[src/rtl/systolic_skew_feeder_if.sv]
// Row handshake between the upstream row source and the skew feeder.
// The master drives a row with its last-row marker and the slave
// answers with in_ready.
interface systolic_skew_feeder_if #(
    parameter int N = 4,
    parameter int W = 32
);
    logic           in_valid;
    logic           in_ready;
    logic [N*W-1:0] in_data;
    logic           in_last;

    // Upstream row source.
    modport master (
        output in_valid,
        output in_data,
        output in_last,
        input  in_ready
    );

    // Skew feeder.
    modport slave (
        input  in_valid,
        input  in_data,
        input  in_last,
        output in_ready
    );
endinterface

[src/rtl/systolic_skew_feeder.sv]
// Systolic array input stage: accepts one row of N words per handshake
// and re-times it into N diagonally skewed lanes (lane j delayed by j
// extra cycles). The first row of each matrix is tagged with s, input is
// blocked while the skew pipeline drains after the last row, and done
// pulses when the final word leaves lane N-1.
module systolic_skew_feeder #(
    parameter int N = 4,
    parameter int W = 32
) (
    input  logic                 clk,
    input  logic                 rst,
    systolic_skew_feeder_if.slave up,
    output logic [N*W-1:0]       x_out,
    output logic [N-1:0]         s_out,
    output logic [N-1:0]         v_out,
    output logic                 busy,
    output logic                 done
);

    typedef enum logic [1:0] {
        IDLE   = 2'd0,
        STREAM = 2'd1,
        DRAIN  = 2'd2
    } state_t;

    // The drain counter only has to hold N-2; keep at least one bit so the
    // N=1 and N=2 builds still elaborate.
    localparam int          CW         = (N > 2) ? $clog2(N - 1) : 1;
    localparam logic [CW-1:0] DRAIN_LOAD = CW'((N >= 2) ? N - 2 : 0);

    state_t        state_q;
    logic [CW-1:0] cnt_q;
    logic          ready_q;
    logic          busy_q;
    logic          done_q;

    logic accept;
    logic first_row;

    // in_ready is a pure function of state, so it is kept as a register and
    // never looks at in_valid.
    assign accept       = up.in_valid & ready_q;
    assign first_row    = (state_q == IDLE);
    assign up.in_ready  = ready_q;
    assign busy         = busy_q;
    assign done         = done_q;

    // Control FSM: matrix framing, drain blocking and done pulse.
    always_ff @(posedge clk or negedge rst) begin
        if (!rst) begin
            state_q <= IDLE;
            cnt_q   <= '0;
            ready_q <= 1'b1;
            busy_q  <= 1'b0;
            done_q  <= 1'b0;
        end else begin
            // NOTE: non-blocking assignments so every register samples the
            // pre-edge values; blocking here would let later statements see
            // already-updated state and break the one-edge pipeline timing.
            done_q <= 1'b0;
            case (state_q)
                IDLE, STREAM: begin
                    if (accept) begin
                        if (up.in_last) begin
                            if (N == 1) begin
                                // Single lane: the last word is already out
                                // of the pipeline on the next cycle.
                                state_q <= IDLE;
                                ready_q <= 1'b1;
                                busy_q  <= 1'b0;
                                done_q  <= 1'b1;
                            end else begin
                                state_q <= DRAIN;
                                cnt_q   <= DRAIN_LOAD;
                                ready_q <= 1'b0;
                                busy_q  <= 1'b1;
                            end
                        end else begin
                            state_q <= STREAM;
                            ready_q <= 1'b1;
                            busy_q  <= 1'b1;
                        end
                    end
                end
                DRAIN: begin
                    if (cnt_q == '0) begin
                        state_q <= IDLE;
                        ready_q <= 1'b1;
                        busy_q  <= 1'b0;
                        done_q  <= 1'b1;
                    end else begin
                        cnt_q <= cnt_q - 1'b1;
                    end
                end
                default: begin
                    state_q <= IDLE;
                    cnt_q   <= '0;
                    ready_q <= 1'b1;
                    busy_q  <= 1'b0;
                end
            endcase
        end
    end

    // One shift chain per lane; lane j has j+1 stages and never stalls.
    for (genvar j = 0; j < N; j++) begin : g_lane
        logic [W-1:0] d_q [0:j];
        logic         s_q [0:j];
        logic         v_q [0:j];

        // Shift the lane every edge; stage 0 takes the new word or a bubble.
        always_ff @(posedge clk or negedge rst) begin
            if (!rst) begin
                // NOTE: these are short pipeline registers, not a RAM, so
                // they are all reset; a reset must drop in-flight rows and
                // leave the array inputs at zero.
                for (int i = 0; i <= j; i++) begin
                    d_q[i] <= '0;
                    s_q[i] <= 1'b0;
                    v_q[i] <= 1'b0;
                end
            end else begin
                d_q[0] <= accept ? up.in_data[j*W +: W] : '0;
                s_q[0] <= accept & first_row;
                v_q[0] <= accept;
                for (int i = 1; i <= j; i++) begin
                    d_q[i] <= d_q[i-1];
                    s_q[i] <= s_q[i-1];
                    v_q[i] <= v_q[i-1];
                end
            end
        end

        assign x_out[j*W +: W] = d_q[j];
        assign s_out[j]        = s_q[j];
        assign v_out[j]        = v_q[j];
    end

endmodule

[src/flat_wrapper.sv]
// flat-port wrapper written by rule: the top's interface ports become plain ports
module systolic_skew_feeder_flat 
#(
    parameter int N = 4,
    parameter int W = 32
)
  (clk, rst, x_out, s_out, v_out, busy, done, up_in_valid, up_in_data, up_in_last, up_in_ready);
  systolic_skew_feeder_if #(.N(N), .W(W)) up_i ();
  input  logic clk;
  input  logic rst;
  output logic [N*W-1:0] x_out;
  output logic [N-1:0] s_out;
  output logic [N-1:0] v_out;
  output logic busy;
  output logic done;
  input wire logic [$bits(up_i.in_valid)-1:0] up_in_valid;
  input wire logic [$bits(up_i.in_data)-1:0] up_in_data;
  input wire logic [$bits(up_i.in_last)-1:0] up_in_last;
  output wire logic [$bits(up_i.in_ready)-1:0] up_in_ready;
  assign up_i.in_valid = up_in_valid;
  assign up_i.in_data = up_in_data;
  assign up_i.in_last = up_in_last;
  assign up_in_ready = up_i.in_ready;
  systolic_skew_feeder #(.N(N), .W(W)) u_core (.clk(clk), .rst(rst), .up(up_i), .x_out(x_out), .s_out(s_out), .v_out(v_out), .busy(busy), .done(done));
endmodule
[config.mk]
export PLATFORM = sky130hd
export DESIGN_NAME = systolic_skew_feeder_flat
export DESIGN_NICKNAME = d
export VERILOG_FILES = /design/src/rtl/systolic_skew_feeder_if.sv /design/src/rtl/systolic_skew_feeder.sv /design/src/flat_wrapper.sv
export SDC_FILE = /design/constraint.sdc
export NUM_CORES = 1
export LEC_CHECK = 0
export ABC_CLOCK_PERIOD_IN_PS = 1100
export CAP_MARGIN = 20
export CORE_ASPECT_RATIO = 1.25
export CORE_MARGIN = 5
export CORE_UTILIZATION = 43
export DETAILED_ROUTE_END_ITERATION = 10
export MAX_ROUTING_LAYER = met4
export PLACE_DENSITY = 0.8
export SETUP_SLACK_MARGIN = 0.1
export SYNTH_ARGS = -nofsm -noshare
export SYNTH_HDL_FRONTEND = slang
export SYNTH_SLANG_ARGS = --single-unit
[constraint.sdc]
create_clock -name clk -period 1.1 [get_ports clk]
set_input_delay 0.22 -clock clk [delete_from_list [all_inputs] [get_ports clk]]
set_output_delay 0.22 -clock clk [all_outputs]
set_load 0.1 [all_outputs]
==> results of run 1 <==
[routing by layer]
metal  vias up  share of wire
met5         -              0
met4         0          0.042
met3        55          0.055
met2       185           0.56
met1      2739           0.34
li1       2399              -
[path summary, 6_finish.rpt]
check | startpoint | end | slack [ns] | depth (start not counted)
setup / recovery | u_core.up.in_ready | up_in_ready | -0.47 | 1
hold / removal | rst | u_core.g_lane[3].d_q[116] | 0.09 | 2
max in group asynchronous | rst | u_core.g_lane[2].d_q[83] | 0.38 | 3
hold reg to reg | u_core.g_lane[2].d_q[67] | u_core.g_lane[2].d_q[35] | 0.34 | 0
setup reg to reg | u_core.up.in_ready | u_core.cnt_q[0] | -0.39 | 6
min in group clk | up_in_valid | u_core.state_q[1] | 0.18 | 4
[Yosys cell counts]
cell type / n / area share
sky130_fd_sc_hd__buf_4: 98 / 0.072
sky130_fd_sc_hd__and2_1: 1 / 0.00061
sky130_fd_sc_hd__inv_1: 3 / 0.0011
sky130_fd_sc_hd__and3_1: 128 / 0.078
sky130_fd_sc_hd__a31oi_1: 1 / 0.00061
sky130_fd_sc_hd__o21ai_0: 1 / 0.00049
sky130_fd_sc_hd__o22ai_1: 1 / 0.00061
sky130_fd_sc_hd__nand2_1: 6 / 0.0022
sky130_fd_sc_hd__nand2b_1: 1 / 0.00061
sky130_fd_sc_hd__ha_1: 1 / 0.0012
sky130_fd_sc_hd__dfstp_2: 1 / 0.0026
sky130_fd_sc_hd__buf_6: 1 / 0.0011
sky130_fd_sc_hd__nor3_1: 1 / 0.00049
sky130_fd_sc_hd__o41ai_1: 1 / 0.00086
sky130_fd_sc_hd__a21oi_1: 1 / 0.00049
sky130_fd_sc_hd__a211oi_1: 1 / 0.00074
sky130_fd_sc_hd__clkbuf_1: 4 / 0.0015
sky130_fd_sc_hd__nand4b_1: 1 / 0.00086
sky130_fd_sc_hd__nor2_1: 4 / 0.0015
sky130_fd_sc_hd__dfrtp_1: 334 / 0.82
sky130_fd_sc_hd__nor3b_1: 2 / 0.0015
sky130_fd_sc_hd__a22o_1: 1 / 0.00086
sky130_fd_sc_hd__buf_2: 24 / 0.012
[placed cells by master (no fill, tap or decap), types with 3 or more instances in the layout]
master / Yosys / final
sky130_fd_sc_hd__dfrtp_2: 0 / 40
sky130_fd_sc_hd__diode_2: 0 / 5
sky130_fd_sc_hd__buf_4: 98 / 29
sky130_fd_sc_hd__clkbuf_1: 4 / 5
sky130_fd_sc_hd__and3_1: 128 / 119
sky130_fd_sc_hd__dfrtp_1: 334 / 294
sky130_fd_sc_hd__nand2_1: 6 / 6
sky130_fd_sc_hd__clkbuf_16: 0 / 33
sky130_fd_sc_hd__nor2_1: 4 / 3
sky130_fd_sc_hd__clkdlybuf4s50_1: 0 / 129
sky130_fd_sc_hd__clkbuf_8: 0 / 10
sky130_fd_sc_hd__and3_4: 0 / 9
sky130_fd_sc_hd__buf_16: 0 / 12
sky130_fd_sc_hd__clkinv_2: 0 / 4
sky130_fd_sc_hd__buf_6: 1 / 4
sky130_fd_sc_hd__buf_12: 0 / 156
[final cells by class]
class                   count  area share
flip-flops and latches    335       0.526
repair buffers            337       0.320
multi-input cells         152      0.0645
clock buffers              46      0.0581
well taps                 292      0.0228
clock inverters            10     0.00709
diodes                      5    0.000780
inverters                   3    0.000702
[timing repair]
item | CTS | global route
pin swaps | 2 | 5
setup buffers | 15 | 5
setup endpoints to repair | 275 | 276
hold buffers | 2 | 0
gates resized for setup | 40 | 15
gates cloned | 12 | 2
hold endpoints to repair | 336 | 0
[cells by family after synthesis]
| group | count (synthesis) |
|---|---|
| compound gates | 7 |
| flops | 335 |
| simple gates | 144 |
| buf+inv | 130 |
| fa+ha+maj | 1 |
[sequential cells by signal, indices dropped and copies added (netlist names)]
signal              count
u_core.up.in_ready      1
u_core.cnt_q            2
u_core.x_out           96
u_core.g_lane.d_q     224
u_core.g_lane.s_q       3
u_core.busy             1
u_core.g_lane.v_q       3
u_core.v_out            1
u_core.s_out            1
u_core.state_q          2
u_core.done             1
[power breakdown]
part           leakage [uW]  total [uW]  switching, uW  internal (uW)
logic               0.00299        1390            597            795
registers           0.00460       12400           58.3          12400
clock network      0.000517       10600           4290           6310
total               0.00811       24400           4950          19500
[through the flow]
| stage | utilization | cells | area, um^2 | power (uW) | hold WS (ns) |
|---|---|---|---|---|---|
| final | 0.681 | 1180 | 16000 | 24400 | 0.0931 |
| after global routing | 0.681 | 1180 | 16000 | 25400 | 0.0738 |
| after CTS | 0.674 | 1168 | 15900 | 24700 | 0.0755 |
| after detailed placement | 0.602 | 1083 | 14200 | 13900 | 0.0479 |
| after global placement | 0.602 | 1083 | 14200 | 13800 | 0.0461 |
| after floorplan | - | 617 | 10300 | 12900 | -0.0756 |
==> load_flow_metrics.sql, run 1 <==
INSERT INTO impl_metrics (metric_group, metric, value, unit) VALUES
('routing', 'drt-pass1-iter-count', '4', ''),
('clock_tree', 'clkSinkCount', '335', ''),
('critical_path', 'critical_path_buf_inv_count', '1', ''),
('layout', 'seqCellArea', '8440', 'um^2'),
('timing', 'report.final.hold_viol_count', '0', ''),
('timing', 'finalSetupViolations', '275', ''),
('timing', 'fmax', '0.638', 'GHz'),
('critical_path', 'crit_fanout', '2', ''),
('clock_tree', 'cts_tree', 'built', ''),
('logic_synthesis', 'post_synth_instance_area', '10200', 'um^2'),
('layout', 'area_delta_synth_final', '57.1', '%'),
('logic_synthesis', 'synth_top_family_by_area', 'buffers and inverters', ''),
('timing', 'slew_headroom', '0.728', ''),
('grt', 'wire_length_of_the_first_global_routing_pass', '36700', 'um'),
('floorplanning', 'die-height', '182', 'um'),
('logic_synthesis', 'yosys-mux-area-fraction', '0', ''),
('place', 'number_of_buffers_inserted_by_port_buffering', '270', ''),
('clock_tree', 'htreeDepth', '1', ''),
('run', 'max-cap-violations', '0', ''),
('clock_tree', 'clk_latency', '0.54', 'ns'),
('pwr', 'total_leakage_power', '0.00811', 'uW'),
('clock_tree', 'clk_path_buf_depth', '3', ''),
('grt', 'grt.overflow.total', '0', ''),
('critical_path', 'crit_type', 'flop to output pin', ''),
('routing', 'avgViaCountPerCell', '4.56', ''),
('logic_synthesis', 'yosysUniqueCellTypes', '23', ''),
('timing', 'timing.final.crit_period', '1.57', 'ns'),
('logic_synthesis', 'synth-simple-area-share', '0.0861', ''),
('routing', 'detail-route-antenna-nets', '0', ''),
('clock_tree', 'clockRootBuffer', 'sky130_fd_sc_hd__clkbuf_16', ''),
('logic_synthesis', 'synth_compound_area_frac', '0.00465', ''),
('floorplanning', 'ios', '271', ''),
('run_status', 'violations', 'negative setup slack', ''),
('grt', 'globalRoute.busiestLayer', 'met2', ''),
('timing', 'setup_ws', '-0.467', 'ns'),
('timing', 'worst_slew_pin_slew', '0.409', 'ns'),
('grt', 'groute.layer.met1.usage', '0.198', ''),
('critical_path', 'critical_path_arrival', '1.35', 'ns'),
('pwr', 'power.ir.vdd_worst', '1.17', 'mV'),
('layout', 'multiInputGateArea', '1030', 'um^2'),
('grt', 'antenna_found_initial', '5', ''),
('grt', 'groute.layer.met3.usage', '0.0360', ''),
('floorplanning', 'die_area', '27000', 'um^2'),
('grt', 'met2_usage', '0.337', ''),
('floorplanning', 'core_region_area', '23600', 'um^2'),
('grt', 'grt_pass1_vias', '6154', ''),
('routing', 'detailroute.via_count', '5378', ''),
('pwr', 'cellPowerDensity', '1520', 'nW/um^2'),
('floorplanning', 'initial_utilization', '0.434', ''),
('routing', 'drtIter0Drc', '200', ''),
('timing', 'unrepaired_setup_endpoints_after_global_routing', 'true', ''),
('floorplanning', 'placement_rows', '63', ''),
('routing', 'finalWirelength', '24000', 'um'),
('clock_tree', 'cts_inserted_buffers', '30', ''),
('grt', 'grt_util_all_layers', '0.186', ''),
('logic_synthesis', 'postSynthNetCount', '750', ''),
('critical_path', 'cp.required', '0.88', 'ns'),
('timing', 'finalCritPeriodShare', '1.42', ''),
('layout', 'drive_above_1_share', '0.360', ''),
('timing', 'setup_total_negative_slack', '-74.53', 'ns'),
('critical_path', 'critical-path-slowest-cell', 'sky130_fd_sc_hd__dfstp_4', ''),
('place', 'dp_hpwl', '15400', 'um'),
('layout', 'filler_cell_count', '1415', ''),
('run_status', 'run_status', 'finished with violations', ''),
('critical_path', 'critical_path.startpoint_type', 'flop', ''),
('hold_path', 'hold_class', 'input port to asynchronous set/reset pin', ''),
('timing', 'worst_clock_skew', '0.0146', 'ns'),
('clock_tree', 'clkTransAtPathRegs', '0.06', 'ns'),
('logic_synthesis', 'syn-mean-instance-area', '16.6', 'um^2'),
('logic_synthesis', 'ys.warnings.count', '0', ''),
('critical_path', 'crit_family', 'flip-flops', '');
Power figures use the tool's default switching activity.
==> run 2: changes to the inputs <==
Settings changed: GPL_ROUTABILITY_DRIVEN set to 0.
==> results of run 2 <==
Same layout as run 1: the final DEF is identical, and so are final timing and power.
==> run 3: changes to the inputs <==
Settings changed: ABC_CLOCK_PERIOD_IN_PS 1100 to 1800, CORE_UTILIZATION 43 to 48, GPL_TIMING_DRIVEN set to 0, HOLD_SLACK_MARGIN set to 0.12, PLACE_DENSITY 0.8 to 0.84.
Clock period 1.1 ns to 1.8 ns, I/O delays scaled along.
==> load_flow_metrics.sql, run 3 (synthesis results as in run 1) <==
INSERT INTO impl_metrics (metric_group, metric, value, unit) VALUES
('critical_path', 'critical-path-slowest-cell', 'sky130_fd_sc_hd__buf_2', ''),
('floorplanning', 'ios', '271', ''),
('grt', 'antenna_found_initial', '10', ''),
('routing', 'avgViaCountPerCell', '4.45', ''),
('critical_path', 'worstSetupEndpoint', 's_out[1]', ''),
('floorplanning', 'die-height', '173', 'um'),
('critical_path', 'endpoint_kind', 'output pin', ''),
('place', 'post-place-ws', '-0.287', 'ns'),
('routing', 'detail-route-antenna-nets', '0', ''),
('timing', 'timing.final.crit_period', '1.67', 'ns'),
('layout', 'area_delta_synth_final', '35.9', '%'),
('critical_path', 'crit_start', 'u_core.g_lane[3].s_q[2]', ''),
('layout', 'drive_above_1_share', '0.331', ''),
('critical_path', 'critical_path.startpoint_type', 'flop', ''),
('place', 'dp_hpwl', '15200', 'um'),
('timing', 'slew_headroom', '0.576', ''),
('floorplanning', 'placement_rows', '59', ''),
('place', 'number_of_buffers_inserted_by_port_buffering', '270', ''),
('timing', 'finalCritPeriodShare', '0.925', ''),
('layout', 'nNetsFinal', '1054', ''),
('clock_tree', 'clk_latency', '0.53', 'ns'),
('critical_path', 'reg_to_reg_startpoint', 'u_core.up.in_ready', ''),
('clock_tree', 'clk_path_buf_depth', '3', ''),
('timing', 'worst_clock_skew', '0.00845', 'ns'),
('layout', 'filler_cell_count', '1458', ''),
('floorplanning', 'chipWidth', '140', 'um'),
('pwr', 'total_leakage_power', '0.00794', 'uW'),
('routing', 'drt-pass1-iter-count', '4', ''),
('clock_tree', 'htreeDepth', '1', ''),
('critical_path', 'reg2reg_slack', '0.25', 'ns'),
('clock_tree', 'clkTransAtPathRegs', '0.06', 'ns'),
('floorplanning', 'initial_utilization', '0.489', ''),
('clock_tree', 'clockRootBuffer', 'sky130_fd_sc_hd__clkbuf_16', ''),
('timing', 'setup_ws', '0.135', 'ns'),
('grt', 'wire_length_of_the_first_global_routing_pass', '32900', 'um'),
('critical_path', 'crit_path_max_incr_delay', '0.44', 'ns'),
('layout', 'seqCellArea', '8380', 'um^2'),
('clock_tree', 'clkSinkCount', '335', ''),
('routing', 'finalWirelength', '21300', 'um'),
('critical_path', 'critical_path_buf_inv_count', '1', ''),
('timing', 'fmax', '0.600', 'GHz'),
('timing', 'report.final.hold_viol_count', '106', ''),
('routing', 'wl_per_cell', '17.4', 'um'),
('timing', 'finalSetupViolations', '0', ''),
('timing', 'worst_slew_pin_slew', '0.636', 'ns'),
('clock_tree', 'cts_tree', 'built', ''),
('pwr', 'total_power', '14200', 'uW'),
('critical_path', 'crit_chain', 'buf_2', ''),
('layout', 'most-common-layout-cells', 'sky130_fd_sc_hd__dfrtp_1 (334), sky130_fd_sc_hd__buf_4 (200), sky130_fd_sc_hd__clkdlybuf4s50_1 (130)', ''),
('critical_path', 'crit_family', 'buffers and inverters', ''),
('run_status', 'run_status', 'finished with violations', ''),
('critical_path', 'critical_path_arrival', '1.31', 'ns'),
('routing', 'drc', '0', ''),
('grt', 'grt_max_degree', '139', ''),
('pwr', 'power.ir.vdd_worst', '1.04', 'mV'),
('layout', 'multiInputGateArea', '940', 'um^2'),
('clock_tree', 'cts_inserted_buffers', '29', ''),
('run', 'max-cap-violations', '0', ''),
('floorplanning', 'core_region_area', '20900', 'um^2'),
('layout', 'registers.top_by_ff_count', 'u_core.g_lane.d_q', ''),
('critical_path', 'crit_type', 'flop to output pin', ''),
('critical_path', 'crit_fanout', '2', ''),
('critical_path', 'worstSetupPathDepth', '1', ''),
('floorplanning', 'die_area', '24300', 'um^2'),
('run_status', 'violations', 'negative hold slack', ''),
('grt', 'grt_util_all_layers', '0.181', ''),
('timing', 'timing.final.max_slew_violations', '0', ''),
('routing', 'detailroute.via_count', '5460', ''),
('critical_path', 'r2r_path_end', 'u_core.g_lane[1].d_q[59]', ''),
('hold_path', 'hold_class', 'input port to asynchronous set/reset pin', ''),
('timing', 'unrepaired_setup_endpoints_after_global_routing', 'false', ''),
('timing', 'whs', '-0.242', 'ns'),
('grt', 'grt.overflow.total', '0', ''),
('layout', 'mostFrequentLayoutCell', 'sky130_fd_sc_hd__dfrtp_1', ''),
('layout', 'largest_reg_flops', '224', ''),
('critical_path', 'cp.required', '1.44', 'ns'),
('grt', 'grt_pass1_vias', '5968', ''),
('routing', 'drtIter0Drc', '233', ''),
('pwr', 'cellPowerDensity', '1020', 'nW/um^2'),
('critical_path', 'worst_r2r_path_depth', '4', '');
## run 3: layout make-up
class	instances	share of cell area
Inverter	3	0.000811
Sequential cell	335	0.604
Clock buffer	44	0.0621
Clock inverter	8	0.00559
Buffer	127	0.0635
Antenna cell	10	0.00180
Tap cell	274	0.0247
Timing Repair Buffer	273	0.170
Multi-Input combinational cell	152	0.0677
## run 3: worst register-to-register path: cells and delay by family, from the launching register on
family        cells  cell delay, ns
buf+inv           3            0.68
flops             1            0.58
simple gates      1            0.21
## run 3: power breakdown
group          leakage (uW)  switching [uW]  internal (uW)
Clock              0.000458            2540           3440
Combinational       0.00282             290            336
Sequential          0.00467            40.4           7560
## run 3: routing by layer
metal	GRT usage	vias to the layer above	share of wire
met5	-	-	0
met4	0.0864	0	0.041
met3	0.0359	51	0.063
met2	0.323	192	0.56
met1	0.190	2699	0.33
li1	-	2518	-
## run 3: per-stage QoR
stage	setup TNS (ns)	instance area, um^2	hold WS, ns	util	cells
2_1_floorplan	0	10200	0.0644	-	617
3_3_place_gp	-4260.81	13300	0.331	0.635	1161
3_5_place_dp	-40.16	13300	0.335	0.638	1163
4_1_cts	0	13800	-0.0988	0.662	1215
5_1_grt	0	13900	-0.180	0.665	1226
6_report	0	13900	-0.242	0.665	1226
## run 3: worst min path at each step
stage,end,slack (ns),cells after the start
global placement,u_core.x_out[99],0.33,0
CTS,u_core.g_lane[3].d_q[106],-0.1,1
detailed placement,u_core.g_lane[2].d_q[37],0.33,0
floorplan,u_core.busy,0.06,0
finish,u_core.g_lane[3].d_q[102],-0.24,1
global route,u_core.g_lane[3].d_q[106],-0.18,1
## run 3: repair_timing
action	in CTS	in global routing
setup buffers	0	1
pin swaps	0	0
hold endpoints to repair	106	106
setup endpoints to repair	139	70
resized for setup	800	7
